===== config.mk =====
export PLATFORM = sky130hd
export DESIGN_NAME = imm_decode_stage_flat
export DESIGN_NICKNAME = d
export VERILOG_FILES = /design/src/rtl/imm_decode_stage_if.sv /design/src/rtl/imm_decode_stage.sv /design/src/flat_wrapper.sv
export SDC_FILE = /design/constraint.sdc
export NUM_CORES = 1
export LEC_CHECK = 0
export ABC_AREA = 1
export CORE_ASPECT_RATIO = 0.9
export CORE_MARGIN = 3
export CORE_UTILIZATION = 50
export DETAILED_ROUTE_END_ITERATION = 7
export MAX_ROUTING_LAYER = met4
export PLACE_DENSITY = 0.82
export SLEW_MARGIN = 20
export SYNTH_ARGS = -nofsm -noshare
export SYNTH_HDL_FRONTEND = slang
export SYNTH_SLANG_ARGS = --single-unit

===== constraint.sdc =====
create_clock -name clk_i -period 3.51 [get_ports clk_i]
set_clock_uncertainty 0.2 [all_clocks]
set_input_delay 0.5265 -clock clk_i [delete_from_list [all_inputs] [get_ports clk_i]]
set_output_delay 0.5265 -clock clk_i [all_outputs]
set_load 0.02 [all_outputs]

===== src/rtl/imm_decode_stage_if.sv =====
// Handshake and result bus of the registered immediate decode stage.
// Both sides use valid/ready: a transfer happens on a rising clock edge where valid and ready are both high;
// once valid is raised, the payload is held stable until that transfer happens.
interface imm_decode_stage_if #(
  parameter int XLEN      = 32,
  parameter int CNT_WIDTH = 16
);
  logic                 flush_i;
  logic                 valid_i;
  logic                 ready_o;
  logic [31:0]          instr_i;
  logic                 valid_o;
  logic                 ready_i;
  logic [31:0]          instr_o;
  logic [XLEN-1:0]      imm_o;
  logic [2:0]           fmt_o;
  logic                 illegal_o;
  logic [CNT_WIDTH-1:0] count_o;

  modport master (
    output flush_i, valid_i, instr_i, ready_i,
    input  ready_o, valid_o, instr_o, imm_o, fmt_o, illegal_o, count_o
  );

  modport slave (
    input  flush_i, valid_i, instr_i, ready_i,
    output ready_o, valid_o, instr_o, imm_o, fmt_o, illegal_o, count_o
  );
endinterface


===== src/rtl/imm_decode_stage.sv =====
// Registered RISC-V immediate decoder with a 2-entry skid buffer.
// Main register M drives the outputs; skid register K catches one entry under backpressure.
module imm_decode_stage #(
  parameter int XLEN      = 32,
  parameter int CNT_WIDTH = 16
) (
  input  logic               clk_i,
  input  logic               rst_ni,
  imm_decode_stage_if.slave  bus,
  output logic [1:0]         state_o
);
  typedef enum logic [1:0] {S_EMPTY = 2'd0, S_ONE = 2'd1, S_FULL = 2'd2} state_t;

  localparam logic [2:0] FMT_R = 3'd0, FMT_I = 3'd1, FMT_S = 3'd2, FMT_B = 3'd3;
  localparam logic [2:0] FMT_U = 3'd4, FMT_J = 3'd5, FMT_Z = 3'd6, FMT_ILL = 3'd7;

  state_t               state_q, state_d;
  logic                 load_m, load_k, m_from_k;
  logic                 accept, ohs;
  logic [31:0]          ins;
  logic [XLEN-1:0]      dec_imm;
  logic [2:0]           dec_fmt;
  logic [31:0]          m_instr, k_instr;
  logic [XLEN-1:0]      m_imm, k_imm;
  logic [2:0]           m_fmt, k_fmt;
  logic [CNT_WIDTH-1:0] count_q;

  assign ins = bus.instr_i;

  always_comb begin
    dec_fmt = FMT_ILL;
    dec_imm = '0;
    case (ins[6:0])
      7'b0000011, 7'b0010011, 7'b1100111, 7'b0001111: begin
        dec_fmt = FMT_I;
        dec_imm = XLEN'($signed(ins[31:20]));
      end
      7'b0100011: begin
        dec_fmt = FMT_S;
        dec_imm = XLEN'($signed({ins[31:25], ins[11:7]}));
      end
      7'b1100011: begin
        dec_fmt = FMT_B;
        dec_imm = XLEN'($signed({ins[31], ins[7], ins[30:25], ins[11:8], 1'b0}));
      end
      7'b0110111, 7'b0010111: begin
        dec_fmt = FMT_U;
        dec_imm = XLEN'($signed({ins[31:12], 12'b0}));
      end
      7'b1101111: begin
        dec_fmt = FMT_J;
        dec_imm = XLEN'($signed({ins[31], ins[19:12], ins[20], ins[30:21], 1'b0}));
      end
      7'b0110011: dec_fmt = FMT_R;
      7'b1110011: begin
        case (ins[14:12])
          3'b000:                 dec_fmt = FMT_R;
          3'b001, 3'b010, 3'b011: begin
            dec_fmt = FMT_I;
            dec_imm = XLEN'(ins[31:20]);
          end
          3'b101, 3'b110, 3'b111: begin
            dec_fmt = FMT_Z;
            dec_imm = XLEN'(ins[19:15]);
          end
          default:                dec_fmt = FMT_ILL;
        endcase
      end
      // RV64-only word ops are undecodable on a 32-bit datapath
      7'b0011011: begin
        if (XLEN == 64) begin
          dec_fmt = FMT_I;
          dec_imm = XLEN'($signed(ins[31:20]));
        end
      end
      7'b0111011: begin
        if (XLEN == 64) dec_fmt = FMT_R;
      end
      default: dec_fmt = FMT_ILL;
    endcase
  end

  assign bus.ready_o = (state_q != S_FULL);
  assign bus.valid_o = (state_q != S_EMPTY);
  assign accept      = bus.valid_i & bus.ready_o;
  assign ohs         = bus.valid_o & bus.ready_i;

  always_comb begin
    state_d  = state_q;
    load_m   = 1'b0;
    load_k   = 1'b0;
    m_from_k = 1'b0;
    case (state_q)
      S_EMPTY: if (accept) begin
        load_m  = 1'b1;
        state_d = S_ONE;
      end
      S_ONE: begin
        if (accept && !ohs) begin
          load_k  = 1'b1;
          state_d = S_FULL;
        end else if (accept && ohs) begin
          load_m = 1'b1;
        end else if (ohs) begin
          state_d = S_EMPTY;
        end
      end
      S_FULL: if (ohs) begin
        m_from_k = 1'b1;
        state_d  = S_ONE;
      end
      default: state_d = S_EMPTY;
    endcase
    // Flush drops the buffered entries and any entry accepted this cycle
    if (bus.flush_i) begin
      state_d  = S_EMPTY;
      load_m   = 1'b0;
      load_k   = 1'b0;
      m_from_k = 1'b0;
    end
  end

  always_ff @(posedge clk_i or negedge rst_ni) begin
    if (!rst_ni) begin
      state_q <= S_EMPTY;
      m_instr <= '0;
      m_imm   <= '0;
      m_fmt   <= FMT_R;
      k_instr <= '0;
      k_imm   <= '0;
      k_fmt   <= FMT_R;
      count_q <= '0;
    end else begin
      state_q <= state_d;
      if (load_m) begin
        m_instr <= ins;
        m_imm   <= dec_imm;
        m_fmt   <= dec_fmt;
      end else if (m_from_k) begin
        m_instr <= k_instr;
        m_imm   <= k_imm;
        m_fmt   <= k_fmt;
      end
      if (load_k) begin
        k_instr <= ins;
        k_imm   <= dec_imm;
        k_fmt   <= dec_fmt;
      end
      if (ohs) count_q <= count_q + CNT_WIDTH'(1);
    end
  end

  assign bus.instr_o   = m_instr;
  assign bus.imm_o     = m_imm;
  assign bus.fmt_o     = m_fmt;
  assign bus.illegal_o = (m_fmt == FMT_ILL);
  assign bus.count_o   = count_q;
  assign state_o       = state_q;
endmodule

===== src/flat_wrapper.sv =====
// flat-port wrapper written by rule: the top's interface ports become plain ports
module imm_decode_stage_flat 
#(
  parameter int XLEN      = 32,
  parameter int CNT_WIDTH = 16
)
  (clk_i, rst_ni, state_o, bus_flush_i, bus_valid_i, bus_instr_i, bus_ready_i, bus_ready_o, bus_valid_o, bus_instr_o, bus_imm_o, bus_fmt_o, bus_illegal_o, bus_count_o);
  imm_decode_stage_if #(.XLEN(XLEN), .CNT_WIDTH(CNT_WIDTH)) bus_i ();
  input  logic clk_i;
  input  logic rst_ni;
  output logic [1:0] state_o;
  input wire logic [$bits(bus_i.flush_i)-1:0] bus_flush_i;
  input wire logic [$bits(bus_i.valid_i)-1:0] bus_valid_i;
  input wire logic [$bits(bus_i.instr_i)-1:0] bus_instr_i;
  input wire logic [$bits(bus_i.ready_i)-1:0] bus_ready_i;
  output wire logic [$bits(bus_i.ready_o)-1:0] bus_ready_o;
  output wire logic [$bits(bus_i.valid_o)-1:0] bus_valid_o;
  output wire logic [$bits(bus_i.instr_o)-1:0] bus_instr_o;
  output wire logic [$bits(bus_i.imm_o)-1:0] bus_imm_o;
  output wire logic [$bits(bus_i.fmt_o)-1:0] bus_fmt_o;
  output wire logic [$bits(bus_i.illegal_o)-1:0] bus_illegal_o;
  output wire logic [$bits(bus_i.count_o)-1:0] bus_count_o;
  assign bus_i.flush_i = bus_flush_i;
  assign bus_i.valid_i = bus_valid_i;
  assign bus_i.instr_i = bus_instr_i;
  assign bus_i.ready_i = bus_ready_i;
  assign bus_ready_o = bus_i.ready_o;
  assign bus_valid_o = bus_i.valid_o;
  assign bus_instr_o = bus_i.instr_o;
  assign bus_imm_o = bus_i.imm_o;
  assign bus_fmt_o = bus_i.fmt_o;
  assign bus_illegal_o = bus_i.illegal_o;
  assign bus_count_o = bus_i.count_o;
  imm_decode_stage #(.XLEN(XLEN), .CNT_WIDTH(CNT_WIDTH)) u_core (.clk_i(clk_i), .rst_ni(rst_ni), .bus(bus_i), .state_o(state_o));
endmodule

==> reports/summary.txt, run 1 <==
status: finished with violations
failing checks: hold timing
ys flop type: dfrtp_1
clock slew at reported path FFs: 0.06 ns
CTS tree: yes
core box area: 15,440 sq um
final setup vio count: 0
worst-margin pin slew: 0.8564 ns
Sum Neg Setup Slack: 0 ns
Hold WS: -0.01335 ns
number of vias per cell: 5.485
CP max stage cell: clkdlybuf4s50_1
crit path capture type: output pin
CP Cell Sequence: buf_4 -> clkdlybuf4s50_1
Post-synth EDFFs: 0
antenna-violating nets left: 0
vias post-DR: 7,289
leakage: 5.032 nW
cell row count: 43
min-delay worst type: in2async
vias in the first global route: 6,945
die extent in x: 138.7 um
share of the synthesized area in the top cell type: 0.4801
#FFs+latches synth: 152
Pint: 4.380 mW
Num CTS Buffers: 17
Num Clock Sinks: 152
Sequential Area: 3804 sq um
GRT met1 Usage: 0.3418
ANT cells: 0
Post-Syn Area: 7923 sq um
CTS resizes: 0
worst endpoint required time: 2.78 ns
sequential area share after synthesis: 0.4801
Die Area: 17,390 sq um
hpwl dp: 13,490 um
Peak VDD IR: 0.0004375 V
CTS Hold Bufs: 0
Synth Net Count: 1,054
met3 GRT Util: 0.06119
combinational share of power: 0.325
later-pin clock latency in the skew report: 0.43 ns
crit path time final: 2.654 ns
post-layout util: 0.6422
CP Launch Type: flop
WL/cell: 15.83 um
WL final: 21,040 um
most frequent cells in the layout: nand2_1, dfrtp_1, inv_1
drt first pass iters: 6
CP arrival: 1.93 ns
Post-DP Area: 9319 sq um
Die Span Y: 125.4 um
switching share of power: 0.3358
met2 usage: 0.3832
Yosys top cell by area: dfrtp_1
share of layout cells above drive strength 1: 0.07631
clock share of power: 0.284
commonest non-fill, non-tap cell in the layout: nand2_1
main area contributors after synthesis: dfrtp_1, nand2_1, nand3_1, inv_1, o21ai_0
DRC violations left: 0
fin nets: 1,153
placed instance count: 1,298
GRT busiest layer: met2
Yosys cell types: 36
effective utilization at floorplan: 0.5131
Final Max Tran Viols: 0
Tcrit/Tclk final: 0.7562
Post-synth ARST share: 1.000
Setup CP Type: reg2out
clock buffer depth: 2
Synthesis Warnings: 0
multi-input logic area: 3348 sq um
initial antenna violation count: 0
relative slew slack: 0.4291
register share of total power: 0.391
area delta synth->final: 25.17%
final hold violation count: 3
critical path fanouts, max: 31
routability-driven placement congestion ratio: 0.8772
cell count after synthesis: 1,016
Avg Cell Area, Syn: 7.798 sq um
first-pass GRT wire length: 34,960 um
gr ovfl total: 0
Max stage delay on crit path: 0.71 ns
PortBufs: 124
final non-filler cell area: 9917 sq um
RSZ-0062 raised after global routing: no
Layout Cells excl Fill: 1,329
P per Cell Area: 665.0 nW/um^2
Total Routing Usage GR: 0.2531
MaxCap Viol Count: 0
Root Driver: clkbuf_16
# Post-CTS Setup Buffers: 0
Fill cells: 1,255
Net Sw Power: 2.215 mW
H-tree levels: 4
Max Clk Rate: 376.7 MHz
I/O pin count: 125
largest net degree at the start of global routing: 103
drt initial violations: 605
-- synthesized netlist by cell type (3+ instances only) --
master    count
nand2_1     301
dfrtp_1     152
inv_1       128
nand3_1     103
o21ai_0      65
nor2_1       55
nand4_1      35
clkbuf_1     28
o211ai_1     22
a21oi_1      17
nor2_2       15
buf_2        14
o221ai_1     14
nand3_2      11
buf_4         7
xor2_1        7
nor3_1        5
xnor2_1       5
buf_1         4
buf_6         3
mux2i_1       3
nand2_2       3
nand2_4       3
-- flip-flops by register name, summed over array words and instances, names as in the netlist --
name                count
u_core.state_o          2
u_core.bus.count_o     16
u_core.bus.fmt_o        3
u_core.k_instr         32
u_core.bus.instr_o     32
u_core.bus.imm_o       32
u_core.k_imm           32
u_core.k_fmt            3
-- layer usage --
metal / part of all wire / vias to the layer above
li1: - / 3471
met1: 0.44 / 3481
met2: 0.46 / 294
met3: 0.073 / 43
met4: 0.023 / 0
met5: 0 / -
-- worst paths after layout --
kind / to / slack (ns) / cells after the start / startpoint
max in group asynchronous: u_core.bus.imm_o[13] / 2.44 / 2 / rst_ni
max reg2reg: u_core.bus.instr_o[11] / 1.22 / 7 / u_core.state_o[1]
min in group clk_i: u_core.k_imm[12] / 0.28 / 2 / u_core.k_imm[12]
min: u_core.k_instr[0] / -0.01 / 1 / rst_ni
max: state_o[1] / 0.86 / 2 / u_core.state_o[1]
min reg2reg: u_core.k_imm[12] / 0.28 / 2 / u_core.k_imm[12]
-- worst max-delay path: cells and delay by family, from the launching register on --
family	cells	cell delay, ns
flops	1	0.39
buf+inv	2	1.11
-- area by class of cell --
| type | instances | area share |
|---|---|---|
| inverter | 129 | 0.04883 |
| clock inverter | 8 | 0.01211 |
| clock buffer | 23 | 0.04820 |
| multi-input combinational | 676 | 0.3376 |
| sequential | 152 | 0.3835 |
| timing repair buffer | 139 | 0.1442 |
| tap | 202 | 0.02549 |
-- logic make-up after synthesis --
logic type,count (synthesis),synth area share
buf+inv,188,0.1014
compound gates,123,0.09507
xor+xnor,12,0.01327
simple gates,537,0.3048
mux,3,0.003790
fa+ha+maj,1,0.001579
flops,152,0.4801
-- power by group through the flow --
stage | sequential [mW] | clock, mW | combinational, mW
floorplan | 2.89 | 0 | 0.861
global placement | 2.58 | 0 | 2.09
detailed placement | 2.59 | 0 | 2.14
CTS | 2.57 | 1.89 | 2.16
global route | 2.63 | 1.98 | 2.35
finish | 2.58 | 1.88 | 2.14
-- stage by stage --
| stage | worst slack (ns) | power (mW) |
|---|---|---|
| floorplan | 1.643 | 3.752 |
| global placement | 0.7003 | 4.672 |
| detailed placement | 0.6780 | 4.736 |
| CTS | 0.8584 | 6.632 |
| global route | 0.8103 | 6.961 |
| finish | 0.8556 | 6.595 |
No activity file was read; power rests on OpenSTA's default activity.
==> run 2, diff against run 1 <==
CORE_UTILIZATION = 49   (was 50)
PLACE_DENSITY = 0.84   (was 0.82)
clock period = 2.25 ns   (was 3.51 ns; I/O delays follow)
==> run 2 against run 1 <==
The flow now finishes without violations. Clock power up 57%. Critical path depth unchanged. Core utilization up 1.5 points. Critical path type unchanged. Largest power group unchanged.
==> reports/summary.txt, run 2 (same netlist as run 1, synthesis figures left out) <==
status: complete, no violations (was finished with violations)
vias post-DR: 7,371 (was 7,289)
area delta synth->final: 29.49% (was 25.17%)
post-layout power: 10.41 mW (was 6.595 mW)
commonest non-fill, non-tap cell in the layout: nand2_1 (unchanged)
worst-margin pin slew: 0.5566 ns (was 0.8564 ns)
share of layout cells above drive strength 1: 0.1050 (was 0.07631)
cell row count: 43 (unchanged)
drt initial violations: 665 (was 605)
Die Area: 17,730 sq um (was 17,390 sq um)
core box area: 15,600 sq um (was 15,440 sq um)
Die Span Y: 126.6 um (was 125.4 um)
clock slew at reported path FFs: 0.06 ns (about the same)
multi-input logic area: 3348 sq um (unchanged)
clock buffer depth: 2 (unchanged)
relative slew slack: 0.6289 (was 0.4291)
crit path capture type: output pin (unchanged)
Layout Cells excl Fill: 1,364 (was 1,329)
routability-driven placement congestion ratio: 0.8792 (was 0.8772)
I/O pin count: 125 (unchanged)
Sequential Area: 3804 sq um (unchanged)
MaxCap Viol Count: 0 (unchanged)
later-pin clock latency in the skew report: 0.42 ns (was 0.43 ns)
hpwl dp: 14,410 um (was 13,490 um)
FF-to-FF setup slack: 0.30 ns (was 1.22 ns)
ANT cells: 0 (unchanged)
register share of total power: 0.386 (was 0.391)
leakage: 5.231 nW (was 5.032 nW)
first-pass GRT wire length: 35,240 um (was 34,960 um)
gr ovfl total: 0 (unchanged)
Total Routing Usage GR: 0.2511 (was 0.2531)
H-tree levels: 4 (unchanged)
crit path time final: 2.168 ns
placed instance count: 1,331 (was 1,298)
Root Driver: clkbuf_16 (unchanged)
Peak VDD IR: 0.0006635 V (was 0.0004375 V)
antenna-violating nets left: 0 (unchanged)
CP arrival: 1.63 ns (was 1.93 ns)
WL final: 21,410 um (was 21,040 um)
clock share of power: 0.285 (was 0.284)
vias in the first global route: 7,111 (was 6,945)
initial antenna violation count: 0 (unchanged)
Pint: 6.897 mW (was 4.380 mW)
Net Sw Power: 3.513 mW (was 2.215 mW)
CP Launch Type: flop (unchanged)
post-place setup slack: -0.008336 ns (was 0.6780 ns)
setup ws final: 0.08192 ns (was 0.8556 ns)
WL/cell: 15.69 um (was 15.83 um)
P per Cell Area: 1015 nW/um^2 (was 665.0 nW/um^2)
CTS tree: yes (unchanged)
number of vias per cell: 5.404 (was 5.485)
fin nets: 1,187 (was 1,153)
min-delay worst type: in2async (unchanged)
worst endpoint required time: 1.71 ns (was 2.78 ns)
combinational share of power: 0.329 (was 0.325)
largest net degree at the start of global routing: 65 (was 103)
drt first pass iters: 5 (was 6)
Setup CP Type: reg2out (unchanged)
# Post-CTS Setup Buffers: 0 (unchanged)
DRC violations left: 0 (unchanged)
Fill cells: 1,252 (was 1,255)
critical path fanouts, max: 3 (was 31)
Num CTS Buffers: 17 (unchanged)
final hold violation count: 0 (was 3)
Max Clk Rate: 461.2 MHz
Final Max Tran Viols: 0 (unchanged)
PortBufs: 124 (unchanged)
die extent in x: 140.0 um (was 138.7 um)
RSZ-0062 raised after global routing: no (unchanged)
Num Clock Sinks: 152 (unchanged)
switching share of power: 0.3375 (was 0.3358)
effective utilization at floorplan: 0.5078 (was 0.5131)
Tcrit/Tclk final: 0.9636
most frequent cells in the layout: nand2_1, dfrtp_1, inv_1 (unchanged)
final setup vio count: 0 (unchanged)
==> run 2: layout make-up <==
cell class	count	share of cell area
repair buffers	173	0.1709
flip-flops and latches	152	0.3708
clock inverters	11	0.01427
clock buffers	21	0.04586
well taps	202	0.02464
multi-input cells	676	0.3264
inverters	129	0.04720
==> run 2: repair_timing <==
| item | 4_1_cts | 5_1_grt |
|---|---|---|
| hold buffers | 1 | 0 |
| resized for setup | 0 | 1 |
| hold endpoints to repair | 51 | 0 |
| setup endpoints to repair | 0 | 1 |
==> run 2: final timing paths <==
path                       depth (start not counted)                      to                start
max                                                2           bus_illegal_o  u_core.bus.fmt_o[2]
min                                                2         u_core.k_imm[8]               rst_ni
max reg2reg                                        8         u_core.k_imm[6]    u_core.state_o[0]
min reg2reg                                        2        u_core.k_imm[15]     u_core.k_imm[15]
max in group asynchronous                          3  u_core.bus.instr_o[25]               rst_ni
min in group clk_i                                 2        u_core.k_imm[15]     u_core.k_imm[15]
==> run 2: per-stage QoR <==
step	hold WS [ns]	TNS, ns	cell area, sq um	util
floorplan	-0.1581	0	7923	-
global placement	0.1460	0	9629	0.6172
detailed placement	0.1540	-0.009444	9629	0.6172
CTS	0.2816	0	10260	0.6573
global route	0.2989	0	10260	0.6575
finish	0.2618	0	10260	0.6575
==> run 2: critical path, stage by stage (launching register included) <==
cell	delay, ns
dfrtp_1	0.43
and3_1	0.18
clkdlybuf4s50_1	0.60
==> run 2: power groups by stage <==
stage               Combinational, mW  Clock [mW]  Sequential, mW
floorplan                        1.34           0            4.51
global placement                 3.33           0            4.02
detailed placement               3.41           0            4.04
CTS                              3.46        2.99            4.02
global route                     3.75        3.11            4.12
finish                           3.43        2.96            4.02
==> run 2: per-layer routing <==
layer  global-route usage  up-vias  wire [um]
met5                    -        -          0
met4              0.07863        0        390
met3              0.03807       44       1315
met2               0.4006      289      10260
met1               0.3346     3491       9440
li1                     -     3547          -
